**src/rtl/magic_buttons.sv**
```systemverilog
// Request-level generator for the magic/NMI controller: merges the debounced MAGIC
// button and decoded PS/2 key events into levels held stable across a frame boundary.
module magic_buttons #(
  parameter int unsigned DEBOUNCE_TICKS = 17500,
  parameter int unsigned LONG_FRAMES    = 50,
  parameter logic [7:0]  KEY_MAGIC      = 8'h78,
  parameter logic [7:0]  KEY_PAUSE      = 8'h7E,
  parameter logic [7:0]  KEY_FF         = 8'h07
) (
  input  logic       clk28,
  input  logic       rst,
  input  logic       ck35,
  input  logic       n_int,
  input  logic       n_int_next,
  input  logic       btn_n,
  input  logic       key_valid,
  input  logic [7:0] key_code,
  input  logic       key_release,
  input  logic       key_extended,
  output logic       magic_button,
  output logic       pause_button,
  output logic       fastforward_button
);

  localparam int unsigned     DB_W    = (DEBOUNCE_TICKS > 2) ? $clog2(DEBOUNCE_TICKS) : 1;
  localparam logic [DB_W-1:0] DB_LAST = DB_W'(DEBOUNCE_TICKS - 1);
  localparam logic [5:0]      LONG_N  = 6'(LONG_FRAMES);

  typedef enum logic [1:0] {
    IDLE,
    HELD,
    LONG
  } btn_state_t;

  btn_state_t      state;
  logic            sync1;
  logic            btn_s;
  logic            acc_lvl;
  logic [DB_W-1:0] db_cnt;
  logic [5:0]      frame_cnt;
  logic            key_ff;

  logic       fb;
  logic       db_fire;
  logic       acc_press;
  logic       acc_release;
  logic [5:0] frame_inc;
  logic       long_enter;
  logic       btn_ff_nxt;
  logic       key_make;
  logic       key_break;
  logic       set_magic;
  logic       set_pause;
  logic       key_ff_nxt;
  logic       ff_req_nxt;

  always_comb begin
    fb          = n_int & ~n_int_next;
    db_fire     = ck35 && (btn_s != acc_lvl) && (db_cnt == DB_LAST);
    acc_press   = db_fire & btn_s;
    acc_release = db_fire & ~btn_s;
    frame_inc   = (frame_cnt == 6'd63) ? frame_cnt : frame_cnt + 6'd1;
    // A release in the same cycle as the final boundary still counts as a short press.
    long_enter  = (state == HELD) && !acc_release && fb && (frame_inc >= LONG_N);
    btn_ff_nxt  = long_enter || ((state == LONG) && !acc_release);
    key_make    = key_valid && !key_extended && !key_release;
    key_break   = key_valid && !key_extended && key_release;
    set_magic   = (key_make && (key_code == KEY_MAGIC)) || ((state == HELD) && acc_release);
    set_pause   = key_make && (key_code == KEY_PAUSE);
    key_ff_nxt  = key_ff;
    if (key_make && (key_code == KEY_FF)) begin
      key_ff_nxt = 1'b1;
    end else if (key_break && (key_code == KEY_FF)) begin
      key_ff_nxt = 1'b0;
    end
    ff_req_nxt  = btn_ff_nxt | key_ff_nxt;
  end

  always_ff @(posedge clk28) begin
    if (rst) begin
      sync1   <= 1'b0;
      btn_s   <= 1'b0;
      acc_lvl <= 1'b0;
      db_cnt  <= '0;
    end else begin
      sync1 <= ~btn_n;
      btn_s <= sync1;
      if (btn_s == acc_lvl) begin
        db_cnt <= '0;
      end else if (ck35) begin
        if (db_cnt == DB_LAST) begin
          acc_lvl <= btn_s;
          db_cnt  <= '0;
        end else begin
          db_cnt <= db_cnt + DB_W'(1);
        end
      end
    end
  end

  always_ff @(posedge clk28) begin
    if (rst) begin
      state              <= IDLE;
      frame_cnt          <= '0;
      key_ff             <= 1'b0;
      magic_button       <= 1'b0;
      pause_button       <= 1'b0;
      fastforward_button <= 1'b0;
    end else begin
      case (state)
        IDLE: begin
          if (acc_press) begin
            state     <= HELD;
            frame_cnt <= '0;
          end
        end
        HELD: begin
          if (acc_release) begin
            state <= IDLE;
          end else if (fb) begin
            frame_cnt <= frame_inc;
            if (long_enter) state <= LONG;
          end
        end
        LONG: begin
          if (acc_release) state <= IDLE;
        end
        default: state <= IDLE;
      endcase

      key_ff <= key_ff_nxt;

      // Output register doubles as the pending flag; a fresh set beats the boundary clear.
      if (set_magic) begin
        magic_button <= 1'b1;
      end else if (fb && magic_button) begin
        magic_button <= 1'b0;
      end

      if (set_pause) begin
        pause_button <= 1'b1;
      end else if (fb && pause_button) begin
        pause_button <= 1'b0;
      end

      if (ff_req_nxt) begin
        fastforward_button <= 1'b1;
      end else if (fb) begin
        fastforward_button <= 1'b0;
      end
    end
  end

endmodule
```
**config.mk**
```make
export PLATFORM = sky130hd
export DESIGN_NAME = magic_buttons
export DESIGN_NICKNAME = d
export VERILOG_FILES = /design/src/rtl/magic_buttons.sv
export SDC_FILE = /design/constraint.sdc
export NUM_CORES = 1
export LEC_CHECK = 0
export CAP_MARGIN = 20
export CORE_MARGIN = 4
export CORE_UTILIZATION = 35
export CTS_CLUSTER_SIZE = 20
export DETAILED_ROUTE_END_ITERATION = 7
export SYNTH_ARGS = -nofsm -noshare
export SYNTH_HDL_FRONTEND = slang
export SYNTH_SLANG_ARGS = --single-unit
```
**constraint.sdc**
```tcl
create_clock -name clk28 -period 2.1 [get_ports clk28]
set_input_delay 0.63 -clock clk28 [delete_from_list [all_inputs] [get_ports clk28]]
set_output_delay 0.63 -clock clk28 [all_outputs]
set_load 0.005 [all_outputs]
```
==> results.md, run 1 <==
* Port buffer count at 19
* Hold path depth at 1
* Crit Path Class: input pin to register
* Die H at 77.6 um
* Hold-fix buffers, CTS at 0
* Final instance area at approximately 2300 um2
* Mux share of post-synthesis cell area at 0.0391
* Area leader, netlist: dfxtp_1
* IR drop worst, VDD at 0.000375 V
* Root Driver: clkbuf_8
* Yosys warns at 0
* Longest Clk Path Bufs at 2
* Clk Latency, worst-skew pair at roughly 0.28 ns
* Status: completed
* Part of the power in combinational logic at 0.052
* Clock Power Share at 0.531
* Startpoint types: input pin
* R2R setup slack at between 0.2 and 0.25 ns
* Max Freq at around 0.49 GHz
* Crit-path max FO at 3
* Max_slew headroom at 0.758
* Via density at slightly above 5
* PwrDens at 607 nW/um2
* Number of synthesized flops with an enable pin at 0
* Hold path endpoint: btn_s$_SDFF_PP0_
* H-Tree Level Count at 2
* P&R area growth vs syn at 33.3%
* DR vias at 1555
* First-pass GRT wire length at around 6.5 mm
* CORE AREA at ~4700 um2
* Cell total after placement at about 300
* Syn Inst Count at roughly 200
* Final worst clock skew at between 0.007 and 0.008 ns
* Reg2Reg Depth at 6
* WL final at 3.71 mm
* Inserted Clock Buffers at 5
* Post-Synth Adder-Cell Area at 0.0148
* Syn_area_per_cell at about 8.4 um2
* Post-Synth Simple-Gate Area at 0.349
* Final antenna-violating net count at 0
* Yosys cell types at 48
* R2R Path Start: db_cnt[1]$_SDFFE_PP0P_
* TritonCTS clock tree: built
* Post-CTS setup buffers at 0
* Post-Place Cell Area at ~2100 um2
* HP Class: register to register
* Largest net degree at the start of global routing at 20
* Flop pwr share at 0.417
* Register area share after synthesis at 0.354
* Sw Share at 0.184
* Pint at approximately 1100 uW
* Horiz. Die Dim at a little under 80 um
* Final hold viol count at 0
* Vias in the first global route at 1398
* # DRC at 0
* Max Slew Vio Count at 0
* GP Congestion at around 0.84
* Crit. End Element: register
* Critical Path RT at 2.31 ns
* Top FF cell, synth: dfxtp_1
* Starting density of the core at 0.359
* Clock transition at the registers of the reported paths at roughly 0.07 ns
* Commonest non-fill, non-tap cell in the layout: nor2_1
* Top cells by area, synth: dfxtp_1 35%, nor2_1 7.1%, xnor2_1 4.6%
* Tcrit/Tclk final at 0.973
* Most frequent cells in the layout: 31 x nor2_1, 30 x dfxtp_1, 18 x buf_4
* FF-to-FF End: frame_cnt[1]$_SDFFE_PP0P_
* Die ar. at between 6000 and 7000 um2
* Final Hold Slack at about 0.44 ns
* Final std cells w/o fill at around 300
* Complex-gate fraction of the synthesized area at 0.135
* Worst Max-Slew Pin Slew at around 0.36 ns
* Hold Crit Start: sync1$_SDFF_PP0_
* Drt pass-1 iters at 4
* Post-DP HPWL at about 2.7 mm
* Antenna violations before repair at 0
* Syn Nets at ~220
* Number of synthesized register bits at 30
* Cell area after synthesis at 1700 um2
* Synth async-reset ratio at 0
* Core Rows at 25
* Wire per inst at about 12 um
* Final nets at 258
* Clock sinks at 30
* Max-cap violation count at 0
* Top cell type's share of synthesized area at 0.354
* Main combinational cell family by area after synthesis: simple AND/OR/NAND/NOR gates
* Switch Pwr at roughly 250 uW
* GRT Total Usage at 0.133
* Critical Path AT at around 2.3 ns
* # IOs at 20
* Unrepaired setup endpoints after global routing: no
* Min cycle time layout at about 2.0 ns
* Xor/xnor share of the synthesized area at 0.0723
* # diodes at 0
* Leak pwr at roughly 0.0008 uW
* GR Overflow Total at 0
* Iter 0 DRT Violations at ~120
* Share of cells above drive strength 1 at 0.171
* Setup violators final at 0
## flip-flops by register name, summed over array words and instances, names as in the netlist
| signal | flops |
|---|---|
| pause_button | 1 |
| acc_lvl | 1 |
| state | 2 |
| btn_s | 1 |
| magic_button | 1 |
| sync1 | 1 |
| frame_cnt | 6 |
| db_cnt | 15 |
| key_ff | 1 |
| fastforward_button | 1 |
## layout make-up
cell class	instances	area, um2
clock inverters	2	60.1
fillers	474	2460
repair buffers	38	339
flip-flops and latches	30	601
well taps	67	83.8
clock buffers	6	82.6
multi-input cells	156	1060
inverters	8	30.0
## stage by stage
step	power, uW	setup WS (ns)	TNS, ns	utilization
2_1_floorplan	608	0.0189	0	-
3_3_place_gp	656	-0.456	-3.28	0.443
3_5_place_dp	656	-0.478	-3.42	0.443
4_1_cts	1400	0.0307	0	0.477
5_1_grt	1430	0.00536	0	0.478
6_report	1370	0.0562	0	0.478
## critical path: stages
cell	delay [ns]
clkdlybuf4s50_1	0.48
nor2b_4	0.18
a31oi_1	0.11
mux2_4	0.30
or4_1	0.39
a31oi_1	0.17
## routing by layer
layer / share of wire / track usage / vias to the layer above
li1: - / - / 812
met1: 0.46 / 0.163 / 694
met2: 0.45 / 0.211 / 43
met3: 0.075 / 0.0499 / 6
met4: 0.015 / 0.0480 / 0
met5: 0 / 0 / -
## cells by family after synthesis
family	after synthesis
AND/OR/NAND/NOR	101
AO/OA/AOI/OAI	33
flip-flops	30
buffers and inverters	16
XOR/XNOR	14
multiplexers	6
adder cells (fa/ha/maj)	2
## how the worst max path moves through the flow
stage	startpoint	end	slack [ns]
floorplan	key_code[3]	fastforward_button$_SDFFE_PP0P_	0.02
global placement	key_code[3]	fastforward_button$_SDFFE_PP0P_	-0.46
detailed placement	key_code[3]	fastforward_button$_SDFFE_PP0P_	-0.48
CTS	n_int	frame_cnt[1]$_SDFFE_PP0P_	0.03
global route	key_valid	fastforward_button$_SDFFE_PP0P_	0.005
finish	n_int	frame_cnt[1]$_SDFFE_PP0P_	0.06
## cell usage after synthesis (all sizes together), types with 3 or more instances
master,number
xnor2,9
inv,8
nor3,5
nand2,14
o21ai,7
xor2,5
nand3,8
nor4b,4
nand2b,3
nand4,10
and3,3
mux2i,4
dfxtp,30
a31oi,5
a211oi,5
nor2,32
clkbuf,8
## power by group through the flow
stage / clock (uW) / sequential (uW) / combinational (uW)
floorplan: 0 / 585 / 23.5
global placement: 0 / 585 / 70.9
detailed placement: 0 / 585 / 71.1
CTS: 753 / 572 / 71.3
global route: 778 / 572 / 78.2
finish: 728 / 572 / 71.9
## what timing repair did
action / CTS / global route
pin swaps: 6 / 0
gates resized for setup: 10 / 1
endpoints found under the setup margin: 7 / 1
endpoints found under the hold margin: 0 / 0
(Power assumes the default switching activity.)
==> inputs of run 2 (changes only) <==
--- a/config.mk
+++ b/config.mk
@@ -8,8 +8,9 @@
 export CAP_MARGIN = 20
 export CORE_MARGIN = 4
 export CORE_UTILIZATION = 35
-export CTS_CLUSTER_SIZE = 20
+export CTS_CLUSTER_SIZE = 30
 export DETAILED_ROUTE_END_ITERATION = 7
+export SETUP_SLACK_MARGIN = 0.3
 export SYNTH_ARGS = -nofsm -noshare
 export SYNTH_HDL_FRONTEND = slang
 export SYNTH_SLANG_ARGS = --single-unit
==> results.md, run 2 (synthesis gave the netlist of run 1 again) <==
* GRT Total Usage at 0.138
* Tcrit/Tclk final at 0.871
* Min cycle time layout at around 1.8 ns
* Port buffer count at 19
* Switch Pwr at approximately 260 uW
* Final hold viol count at 0
* Status: completed
* Max-cap violation count at 0
* Clk Latency, worst-skew pair at between 0.2 and 0.3 ns
* Clock transition at the registers of the reported paths at approximately 0.070 ns
* Top flop regs: db_cnt x15, frame_cnt x6, state x2
* Drt pass-1 iters at 4
* Crit. End Element: register
* Iter 0 DRT Violations at 91
* Setup WS post-layout at approximately 0.27 ns
* First-pass GRT wire length at 6.80 mm
* Wire per inst at ~13 um
* Unrepaired setup endpoints after global routing: yes
* GP Congestion at roughly 0.8
* Crit Path Class: register to register
* Inserted Clock Buffers at 5
* TritonCTS clock tree: built
* Critical Path AT at 2.04 ns
* Horiz. Die Dim at 77.6 um
* Worst Max-Slew Pin Slew at between 0.2 and 0.3 ns
* Hold-fix buffers, CTS at 0
* Cell total after placement at around 300
* Share of cells above drive strength 1 at 0.255
* PwrDens at between 500 and 600 nW/um2
* Die ar. at around 6000 um2
* Max reg flops at 15
* Critical Path RT at around 2.3 ns
* Root Driver: clkbuf_8
* Final worst clock skew at about 0.0053 ns
* CORE AREA at 4720 um2
* GR Overflow Total at 0
* # IOs at 20
* Max Slew Vio Count at 0
* H-Tree Level Count at 2
* Antenna violations before repair at 0
* Startpoint types: register
* Die H at about 78 um
* Final antenna-violating net count at 0
* Setup violators final at 0
* P&R area growth vs syn at 35.9%
* Largest Register: db_cnt
* # diodes at 0
* Starting density of the core at 0.359
* Part of the power in combinational logic at 0.056
* Core Rows at 25
* Flop pwr share at 0.471
* WL final at between 3 and 4 mm
* Clock sinks at 30
* Longest Clk Path Bufs at 2
* Most frequent cells in the layout: 32 x nor2_1, 25 x buf_4, 24 x dfxtp_1
* Via density at between 5 and 6
* IR drop worst, VDD at slightly below 0.0004 V
* Commonest non-fill, non-tap cell in the layout: nor2_1
* Pint at roughly 960 uW
* DR vias at about 1600
* Largest net degree at the start of global routing at 16
* DP Worst Slack at -0.411 ns
* Crit-path max FO at 3
* Max_slew headroom at 0.804
* Post-DP HPWL at 2.81 mm
* HP Class: register to register
* Vias in the first global route at 1550
* Leak pwr at approximately 0.00085 uW
* Final std cells w/o fill at 314
* Clock Power Share at 0.472
* Final nets at between 200 and 300
* Max Freq at about 0.55 GHz
* Sw Share at 0.210
* # DRC at 0
==> run 2: cell count changes in the layout (fill, tap and decap cells not counted), moves of 2 or more <==
cell	before	now
buf_4	18	25
clkdlybuf4s50_1	14	8
dfxtp_1	30	24
dfxtp_2	0	6
clkbuf_2	0	3
clkinv_2	0	2
==> run 2: path summary, 6_finish.rpt <==
| check | start | end | slack (ns) | cells after the start |
|---|---|---|---|---|
| worst max-delay path | db_cnt[1]$_SDFFE_PP0P_ | frame_cnt[1]$_SDFFE_PP0P_ | 0.27 | 6 |
| worst min-delay path | sync1$_SDFF_PP0_ | btn_s$_SDFF_PP0_ | 0.45 | 1 |
| worst max register to register | db_cnt[1]$_SDFFE_PP0P_ | frame_cnt[1]$_SDFFE_PP0P_ | 0.27 | 6 |
| worst min register to register | sync1$_SDFF_PP0_ | btn_s$_SDFF_PP0_ | 0.45 | 1 |
==> run 2: worst max-delay path, cell delays in order, from the launching register on <==
cell and delay [ns]:
dfxtp_2 0.36, ha_4 0.13, and4bb_2 0.27, nand4_4 0.11, mux2_4 0.33, or4_4 0.41
a31oi_1 0.16
==> run 2: power by group through the flow <==
stage               Clock (uW)  Combinational, uW  Sequential (uW)
detailed placement           0               72.0              585
finish                     574               68.5              572
global route               620               74.4              572
global placement             0               71.6              585
floorplan                    0               25.4              585
CTS                        594               69.4              572
==> run 2: cell type report <==
class                   instances  area, um2
clock inverters                 3       40.0
flip-flops and latches         30        608
well taps                      67       83.8
clock buffers                   5       68.8
repair buffers                 45        375
multi-input cells             156       1100
inverters                       8       30.0
fillers                       463       2420
==> run 2: what timing repair did <==
item,4_1_cts,5_1_grt
endpoints found under the setup margin,24,8
buffers inserted,3,2
pin swaps,9,11
resized for setup,20,17
cloned,0,0
==> run 2: stage by stage <==
stage / setup TNS [ns] / power (uW) / hold WS, ns / util / instance area (um2)
final: 0 / 1210 / 0.452 / 0.488 / 2300
after global routing: 0 / 1270 / 0.483 / 0.488 / 2300
after CTS: 0 / 1240 / 0.453 / 0.480 / 2270
after detailed placement: -3.09 / 657 / 0.436 / 0.451 / 2130
after global placement: -2.98 / 657 / 0.426 / 0.451 / 2130
after floorplan: 0 / 610 / 0.414 / - / 1720
==> run 2: metal layers <==
metal	GRT usage	routed length, um	vias to the layer above
met5	0	0	-
met4	0.0676	27	0
met3	0.0452	208	2
met2	0.219	1900	43
met1	0.165	1790	761
li1	-	-	825
==> inputs of run 3 (changes only) <==
--- a/config.mk
+++ b/config.mk
@@ -5,6 +5,7 @@
 export SDC_FILE = /design/constraint.sdc
 export NUM_CORES = 1
 export LEC_CHECK = 0
+export ABC_AREA = 1
 export CAP_MARGIN = 20
 export CORE_MARGIN = 4
 export CORE_UTILIZATION = 35
==> constraint.sdc (replaced) <==
create_clock -name clk28 -period 1.9 [get_ports clk28]
set_input_delay 0.57 -clock clk28 [delete_from_list [all_inputs] [get_ports clk28]]
set_output_delay 0.57 -clock clk28 [all_outputs]
set_load 0.005 [all_outputs]
==> results.md, run 3 <==
* Crit Path Class: input pin to register
* HP Class: register to register
* Startpoint types: input pin
* WL final at 3.68 mm
* # DRC at 0
* Tot Pwr at 1250 uW
* DP Worst Slack at -0.158 ns
* Die ar. at ~5900 um2
* Die H at 76.6 um
* Syn Nets at 265
* CP top delay family: buffers and inverters
* Max-cap violation count at 0
* Syn_area_per_cell at about 6.7 um2
* Final hold viol count at 0
* Post-DP HPWL at 2.76 mm
* Synth cell count leaders: 49 x nand2_1, 35 x nor2_1, 34 x inv_1, 30 x dfxtp_1, 22 x a21oi_1
* Largest net degree at the start of global routing at 12
* Top flop regs: db_cnt x15, frame_cnt x6, state x2
* Worst Max-Slew Pin Slew at 0.322 ns
* Final antenna-violating net count at 0
* Clock transition at the registers of the reported paths at 0.07 ns
* Final std cells w/o fill at 342
* Clk Latency, worst-skew pair at 0.28 ns
* DR vias at ~1600
* Via density at 4.80
* Syn Inst Count at roughly 250
* GR Overflow Total at 0
* Port buffer count at 19
* Critical Path RT at between 2 and 2.5 ns
* GRT Total Usage at 0.130
* Crit-path max FO at 4
* Critical path buffer and inverter count at 3
* Min cycle time layout at between 1.5 and 2 ns
* First-pass GRT wire length at ~6.3 mm
* Critical path's slowest cell: clkdlybuf4s50_1
* Critical Path AT at around 1.8 ns
* Area leader, netlist: dfxtp_1
* Number of synthesized flops with an enable pin at 0
* Clock sinks at 30
* Final nets at around 310
* # IOs at 20
* Final worst clock skew at approximately 0.0056 ns
* Top cell type's share of synthesized area at 0.365
* Longest Clk Path Bufs at 2
* Wire per inst at between 10 and 15 um
* Leak pwr at slightly above 0.0009 uW
* Iter 0 DRT Violations at 45
* Root Driver: clkbuf_8
* Inserted Clock Buffers at 5
* Critical Path Max Stage Delay at around 0.41 ns
* Unrepaired setup endpoints after global routing: yes
* Yosys warns at 0
* P&R area growth vs syn at 34.0%
* CORE AREA at about 4400 um2
* Most frequent cells in the layout: 49 x nand2_1, 33 x inv_1, 33 x nor2_1
* Commonest non-fill, non-tap cell in the layout: nand2_1
* Largest Register: db_cnt
* IR drop worst, VDD at 0.000349 V
* Core Rows at 24
* Top cells by area, synth: dfxtp_1 36%, nand2_1 11%, nor2_1 8.0%
* Drt pass-1 iters at 4
* # diodes at 0
* Setup violators final at 0
* Most frequent cell after synthesis: nand2_1
* TritonCTS clock tree: built
* Max Slew Vio Count at 0
* Yosys cell types at 31
* H-Tree Level Count at 2
* Tcrit/Tclk final at 0.808
* Horiz. Die Dim at approximately 77 um
* Max Freq at 0.651 GHz
* Antenna violations before repair at 0
* Register area share after synthesis at 0.365
* GP Congestion at between 0.7 and 0.8
* Cell area after synthesis at approximately 1600 um2
* Number of synthesized register bits at 30
* Cell total after placement at roughly 330
* Critical path cell sequence: clkdlybuf4s50_1, nor2_2, inv_2, a21oi_4, buf_4, nand4_1, a21oi_2
* Max reg flops at 15
* Crit. End Element: register
* Vias in the first global route at about 1500
* Share of cells above drive strength 1 at 0.217
* Top FF cell, synth: dfxtp_1
* PwrDens at 568 nW/um2
* Max_slew headroom at 0.785
* Final instance area at about 2200 um2
* Post-Place Cell Area at between 1500 and 2000 um2
* Status: completed
* Starting density of the core at 0.370
* Synth async-reset ratio at 0
* Setup WS post-layout at approximately 0.36 ns
[run 3: changes by cell type after synthesis, sizes merged, moves of 7 or more]
| cell | previous run | this run |
|---|---|---|
| a21oi | 2 | 24 |
| nor2 | 32 | 39 |
| clkbuf | 8 | 1 |
| nand2 | 14 | 52 |
| inv | 8 | 37 |
| xnor2 | 9 | 0 |
| nand3 | 8 | 19 |
[run 3: area by class of cell]
cell class	instances	area, um2
Tap cell	52	65.1
Clock inverter	2	12.5
Clock buffer	6	82.6
Fill cell	455	2240
Sequential cell	30	608
Inverter	37	139
Timing Repair Buffer	37	319
Multi-Input combinational cell	178	980
[run 3: kinds of logic (layout without fill, tap and decap cells)]
family,Yosys count,after routing,share of synthesized area
AOI/OAI and AO/OA,39,39,0.129
adders and majority gates,2,2,0.0152
xor gates and xnor gates,2,2,0.0106
DFF,30,30,0.365
and+or+nand+nor,134,135,0.389
buffers and inverters,39,82,0.0912
[run 3: what timing repair did]
item | CTS | global route
endpoints found under the setup margin | 20 | 23
gates cloned | 1 | 0
hold buffers | 0 | 0
resized for setup | 14 | 12
setup buffers | 3 | 1
pin swaps | 11 | 3
[run 3: worst paths after layout]
path / startpoint / slack (ns) / cells past startpoint / to
worst max-delay path: n_int_next / 0.36 / 7 / frame_cnt[4]$_SDFFE_PP0P_
worst max register to register: frame_cnt[0]$_SDFFE_PP0P_ / 0.40 / 9 / state[0]$_SDFFE_PP0P_
worst min register to register: sync1$_SDFF_PP0_ / 0.40 / 2 / btn_s$_SDFF_PP0_
worst min-delay path: sync1$_SDFF_PP0_ / 0.40 / 2 / btn_s$_SDFF_PP0_
[run 3: worst reg2reg max path, delay by kind of cell, from the launching register on]
kind	cells	cell delay (ns)
adders and majority gates	1	0.19
AOI/OAI and AO/OA	1	0.12
DFF	1	0.36
and+or+nand+nor	7	0.76
[run 3: where the power goes]
part	internal (uW)	switching [uW]	total, uW
Sequential	630	1.66	632
Clock	291	245	536
Combinational	49.7	35.8	85.5
Total	971	282	1250
[run 3: metrics by stage]
stage | hold slack, ns | setup TNS (ns) | util
4_1_cts | 0.406 | 0 | 0.486
6_report | 0.405 | 0 | 0.496
5_1_grt | 0.447 | 0 | 0.496
3_3_place_gp | 0.392 | -0.554 | 0.449
2_1_floorplan | 0.388 | 0 | -
3_5_place_dp | 0.397 | -0.976 | 0.449
[run 3: metal layers]
metal	GRT usage	vias up	share of wire
met2	0.227	29	0.49
li1	-	889	-
met5	0	-	0
met1	0.149	718	0.45
met4	0.0562	0	0.018
met3	0.0331	7	0.038
